[config.mk]
export PLATFORM = sky130hd
export DESIGN_NAME = stopwatch_scan_ctrl
export DESIGN_NICKNAME = d
export VERILOG_FILES = /design/src/rtl/stopwatch_scan_ctrl.sv
export SDC_FILE = /design/constraint.sdc
export NUM_CORES = 1
export LEC_CHECK = 0
export ABC_AREA = 1
export CAP_MARGIN = 25
export CELL_PAD_IN_SITES_DETAIL_PLACEMENT = 0
export CELL_PAD_IN_SITES_GLOBAL_PLACEMENT = 1
export CORE_ASPECT_RATIO = 2
export CORE_MARGIN = 10
export CORE_UTILIZATION = 40
export CTS_CLUSTER_SIZE = 40
export DETAILED_ROUTE_END_ITERATION = 16
export PLACE_DENSITY_LB_ADDON = 0.1
export SYNTH_ARGS = -nofsm -noshare
export SYNTH_HDL_FRONTEND = slang
export SYNTH_SLANG_ARGS = --single-unit
export TNS_END_PERCENT = 100
[constraint.sdc]
create_clock -name clk -period 3 [get_ports clk]
set_input_delay 0.9 -clock clk [delete_from_list [all_inputs] [get_ports clk]]
set_output_delay 0.9 -clock clk [all_outputs]
set_load 0.05 [all_outputs]
[src/rtl/stopwatch_scan_ctrl.sv]
// rtl/stopwatch_scan_ctrl.sv - multiplexed six-digit stopwatch display scanner with lap snapshot
module stopwatch_scan_ctrl #(
    parameter int SCAN_DIV  = 10000,
    parameter int BLANK_CYC = 16
) (
    input  logic        clk,
    input  logic        rst_n,
    input  logic [23:0] bcd_in,
    input  logic        lap,
    input  logic        lap_clr,
    input  logic        blank_en,
    output logic [3:0]  dec_a,
    output logic        dec_dot,
    output logic [5:0]  digit_sel,
    output logic        frozen
);

    localparam int MAX_CYC = (SCAN_DIV > BLANK_CYC) ? SCAN_DIV : BLANK_CYC;
    localparam int CW      = (MAX_CYC > 1) ? $clog2(MAX_CYC) : 1;
    localparam logic [CW-1:0] SHOW_LAST  = CW'(SCAN_DIV - 1);
    localparam logic [CW-1:0] BLANK_LAST = CW'(BLANK_CYC - 1);

    typedef enum logic {ST_BLANK, ST_SHOW} scan_state_t;
    typedef enum logic {SN_LIVE, SN_FROZEN} snap_state_t;

    scan_state_t   r_state;
    snap_state_t   r_snap_state;
    logic [CW-1:0] r_cnt;
    logic [2:0]    r_idx;
    logic [23:0]   r_snap;
    logic [3:0]    r_dec_a;
    logic          r_dec_dot;
    logic [5:0]    r_digit_sel;
    logic          r_frozen;

    logic [23:0]   w_src;
    logic [3:0]    w_digit;
    logic          w_blank;
    logic          w_dot;
    logic [5:0]    w_sel;

    // Pick the digit source, the current digit and its blank/dot decoration
    always_comb begin
        w_src   = (r_snap_state == SN_FROZEN) ? r_snap : bcd_in;
        w_digit = w_src[3:0];
        case (r_idx)
            3'd0:    w_digit = w_src[3:0];
            3'd1:    w_digit = w_src[7:4];
            3'd2:    w_digit = w_src[11:8];
            3'd3:    w_digit = w_src[15:12];
            3'd4:    w_digit = w_src[19:16];
            3'd5:    w_digit = w_src[23:20];
            default: w_digit = w_src[3:0];
        endcase
        w_blank = blank_en &&
                  (((r_idx == 3'd5) && (w_src[23:20] == 4'd0)) ||
                   ((r_idx == 3'd4) && (w_src[23:16] == 8'd0)));
        w_dot   = (r_idx == 3'd2) || (r_idx == 3'd4);
        w_sel   = ~(6'b000001 << r_idx);
    end

    // Scan FSM: alternate BLANK and SHOW phases, stepping through digits 0..5
    always_ff @(posedge clk or negedge rst_n) begin
        if (!rst_n) begin
            r_state     <= ST_BLANK;
            r_cnt       <= '0;
            r_idx       <= 3'd0;
            r_dec_a     <= 4'd0;
            r_dec_dot   <= 1'b0;
            r_digit_sel <= 6'b111111;
        end else begin
            case (r_state)
                ST_BLANK: begin
                    if (r_cnt == BLANK_LAST) begin
                        r_state <= ST_SHOW;
                        r_cnt   <= '0;
                        r_dec_a <= w_digit;
                        if (w_blank) begin
                            r_digit_sel <= 6'b111111;
                            r_dec_dot   <= 1'b0;
                        end else begin
                            r_digit_sel <= w_sel;
                            r_dec_dot   <= w_dot;
                        end
                    end else begin
                        r_cnt <= r_cnt + 1'b1;
                    end
                end
                ST_SHOW: begin
                    if (r_cnt == SHOW_LAST) begin
                        r_state     <= ST_BLANK;
                        r_cnt       <= '0;
                        r_digit_sel <= 6'b111111;
                        r_dec_dot   <= 1'b0;
                        r_idx       <= (r_idx == 3'd5) ? 3'd0 : r_idx + 3'd1;
                    end else begin
                        r_cnt <= r_cnt + 1'b1;
                    end
                end
                default: begin
                    r_state <= ST_BLANK;
                    r_cnt   <= '0;
                end
            endcase
        end
    end

    // Lap FSM: lap captures a snapshot, lap_clr returns to live and takes priority
    always_ff @(posedge clk or negedge rst_n) begin
        if (!rst_n) begin
            r_snap_state <= SN_LIVE;
            r_frozen     <= 1'b0;
            r_snap       <= 24'd0;
        end else begin
            if (lap_clr) begin
                r_snap_state <= SN_LIVE;
                r_frozen     <= 1'b0;
            end else if (lap) begin
                r_snap_state <= SN_FROZEN;
                r_frozen     <= 1'b1;
                r_snap       <= bcd_in;
            end
        end
    end

    assign dec_a     = r_dec_a;
    assign dec_dot   = r_dec_dot;
    assign digit_sel = r_digit_sel;
    assign frozen    = r_frozen;

endmodule

==> metrics.txt <==
max_cap viols=0; Hold Crit Depth=2; GRT overflow=0; FF-to-FF End=dec_a[3]; initial DRC count=about 100; via count=around 2500; R2R setup slack=approximately 1.1 ns; main combinational cell family by area after synthesis=simple AND/OR/NAND/NOR gates; nets@finish=468; die area=approximately 12000 um^2; 1st-pass router iterations=4; Slowest-stage cell, CP=clkdlybuf4s50_1; Post-CTS Setup Bufs=0; clock root buffer=clkbuf_16; XOR/XNOR Fraction of Synth Area=0.0205; Post-Synth Adder-Cell Area=0.00838; Simple-Gate Fraction of Synth Area=0.296; crit-path cells=clkdlybuf4s50_1; Clock Latency Late Sink=approximately 0.29 ns; FF-to-FF Start=frozen; hold_buf cts=0; dpl hpwl=5730 um; Reg2Reg Depth=8; CP endpoint kind=output port; status=finished clean; WL/cell=13.3 um; count leader, synth=nand2_1; Post-synth ARST share=1.00; GR Util All Layers=0.132; fraction of final layout cells sized beyond drive strength 1=0.114; fin crit share=0.847; first-pass GRT wire length=11800 um; max_slew headroom=0.550; Syn. warnings=0; Hold Startpoint=digit_sel[1]; Crit Path Category=flop to output port; die height=142 um; die width=between 80 and 90 um; mux cell area share after synthesis=0.0189; Synth Instances=roughly 400; PostCTS Resize Cnt=0; CP arrival=~1.6 ns; clk_skew=approximately 0.0046 ns; Longest Clk Path Bufs=2; port bufs=40; Distinct cells, synth=32; cell family with most CP delay=buffers and inverters; Worst Hold Class=flop to flop; Initial Util=0.411; Area Overhead vs Synth=21.3%; Mean Syn Cell Area=7.52 um^2; Syn Nets=roughly 430; number of synthesized flops with an enable pin=0; routability-driven placement congestion ratio=0.794; vias per inst=4.65; CP max FO=2; diodes inserted=0; Power Total=between 0.0015 and 0.002 W; Final Hold Fails=0; prevailing post-synth register cell=dfrtp_1; Max Fclk=about 390 MHz; share of the synthesized area in the top cell type=0.402; Critical Path RT=around 2.1 ns; sequential area share after synthesis=0.455; io pins=just over 40; Worst Setup Start Kind=flop; Slew @ Worst Pin=roughly 0.67 ns; CTS H-tree depth=2; DRT Wirelength=between 7000 and 8000 um; leakage power=~1.7 nW; clk slew on worst S/H paths=about 0.07 ns; Synth Area in Compound Gates=0.106; flops & latches, synth=54; vias in the first global route=about 2500; Hold Path End=digit_sel[1]; Setup violations, final=0; total CTS buffers=5; antenna violations before repair=0; post-route ant nets=0; post-route minimum period=about 2.5 ns; pwr/cell area=around 440 nW/um^2; critical path's largest stage delay=about 0.80 ns; final slew viol count=0; most area-consuming cells after synthesis=dfrtp_1, nand2_1, o21ai_0; clock sink count=54; synthesized cell area=between 2000 and 3000 um^2; pin count of the biggest net entering global routing=30; synth cell count leaders=nand2_1, inv_1, dfrtp_1, o21ai_0, nor2_1; worst path buffer plus inverter count=1; total core area=between 7000 and 8000 um^2; standard-cell rows=44; VDD IR max=approximately 0.26 mV; RSZ-0062 raised after global routing=no; DRC=0; setup TNS=0 ns; CTS tree=done; cell accounting for the most synthesized area=dfrtp_1
tightest hold or removal path, stage by stage, from the launching register on:
cell and delay (ns):
dfstp_2 0.37, nand2_1 0.05, nand2_1 0.04
cells by family after synthesis:
logic type                 after synthesis
and+or+nand+nor                        199
buffers and inverters                   70
AOI/OAI and AO/OA                       60
DFF                                     54
xor gates and xnor gates                 7
muxes                                    5
adders and majority gates                2
flip-flops by register name, summed over array words and instances, names as in the netlist:
name,cells
frozen,1
digit_sel,6
r_snap,24
dec_a,4
dec_dot,1
r_idx,3
r_cnt,14
r_state,1
power by group:
group / internal, W / leakage, nW / switching [W]
Sequential: 0.000776 / 0.669 / 0.0000302
Combinational: 0.0000875 / 0.973 / 0.000111
Clock: 0.000310 / 0.0708 / 0.000261
routing by layer:
metal | vias up | track usage | share of wire
met2 | 36 | 0.255 | 0.57
met1 | 1114 | 0.127 | 0.37
met4 | 0 | 0.0596 | 0.025
met5 | - | 0 | 0
met3 | 10 | 0.0247 | 0.026
li1 | 1307 | - | -
cell usage in the layout (no fill, tap or decap):
cell type        count
nand3b_1             1
buf_12               1
nor2_4               2
clkinv_2             1
inv_1               53
a21oi_1              4
nand2_1            127
nor3_1               6
clkinv_4             1
clkbuf_16            5
nor3_2               2
buf_4                4
nand3_4              2
a21oi_2              2
nor4_1               1
o21ai_0             42
dfrtp_1             48
nor2_2               5
nand3_2              2
o21ai_2              1
buf_2                1
nand3_1             13
inv_2                5
xor2_1               7
nand2_8              1
o31ai_1              1
or2_1                1
o21ai_1              9
clkdlybuf4s50_1     38
nand2_2              3
nor2_1              33
dfstp_2              6
clkbuf_1             1
o2111ai_1            1
mux2_2               5
inv_6                1
ha_1                 2
through the flow:
| step | cells | util | area [um^2] | setup slack, ns | hold slack [ns] |
|---|---|---|---|---|---|
| after global routing | 530 | 0.498 | 3620 | 0.421 | 0.494 |
| after detailed placement | 522 | 0.479 | 3480 | 0.670 | 0.451 |
| after floorplan | 397 | - | 2990 | 1.19 | 0.448 |
| after global placement | 522 | 0.479 | 3480 | 0.683 | 0.451 |
| after CTS | 530 | 0.498 | 3620 | 0.441 | 0.462 |
| final | 530 | 0.498 | 3620 | 0.458 | 0.460 |
worst max path at each step:
stage,slack (ns),endpoint,start,depth (start not counted)
after floorplan,1.19,r_snap[17],lap,5
after global placement,0.68,r_snap[17],lap_clr,4
after detailed placement,0.67,r_snap[17],lap_clr,4
after CTS,0.44,digit_sel[4],digit_sel[4],1
after global routing,0.42,digit_sel[4],digit_sel[4],1
final,0.46,digit_sel[4],digit_sel[4],1
area by class of cell:
| type | instances | area (um^2) |
|---|---|---|
| inverter | 59 | 226 |
| timing repair buffer | 44 | 435 |
| fill | 774 | 3640 |
| clock buffer | 6 | 129 |
| tap | 92 | 115 |
| multi-input combinational | 273 | 1340 |
| sequential | 54 | 1360 |
| clock inverter | 2 | 13.8 |
No activity file was read; power rests on OpenSTA's default activity.
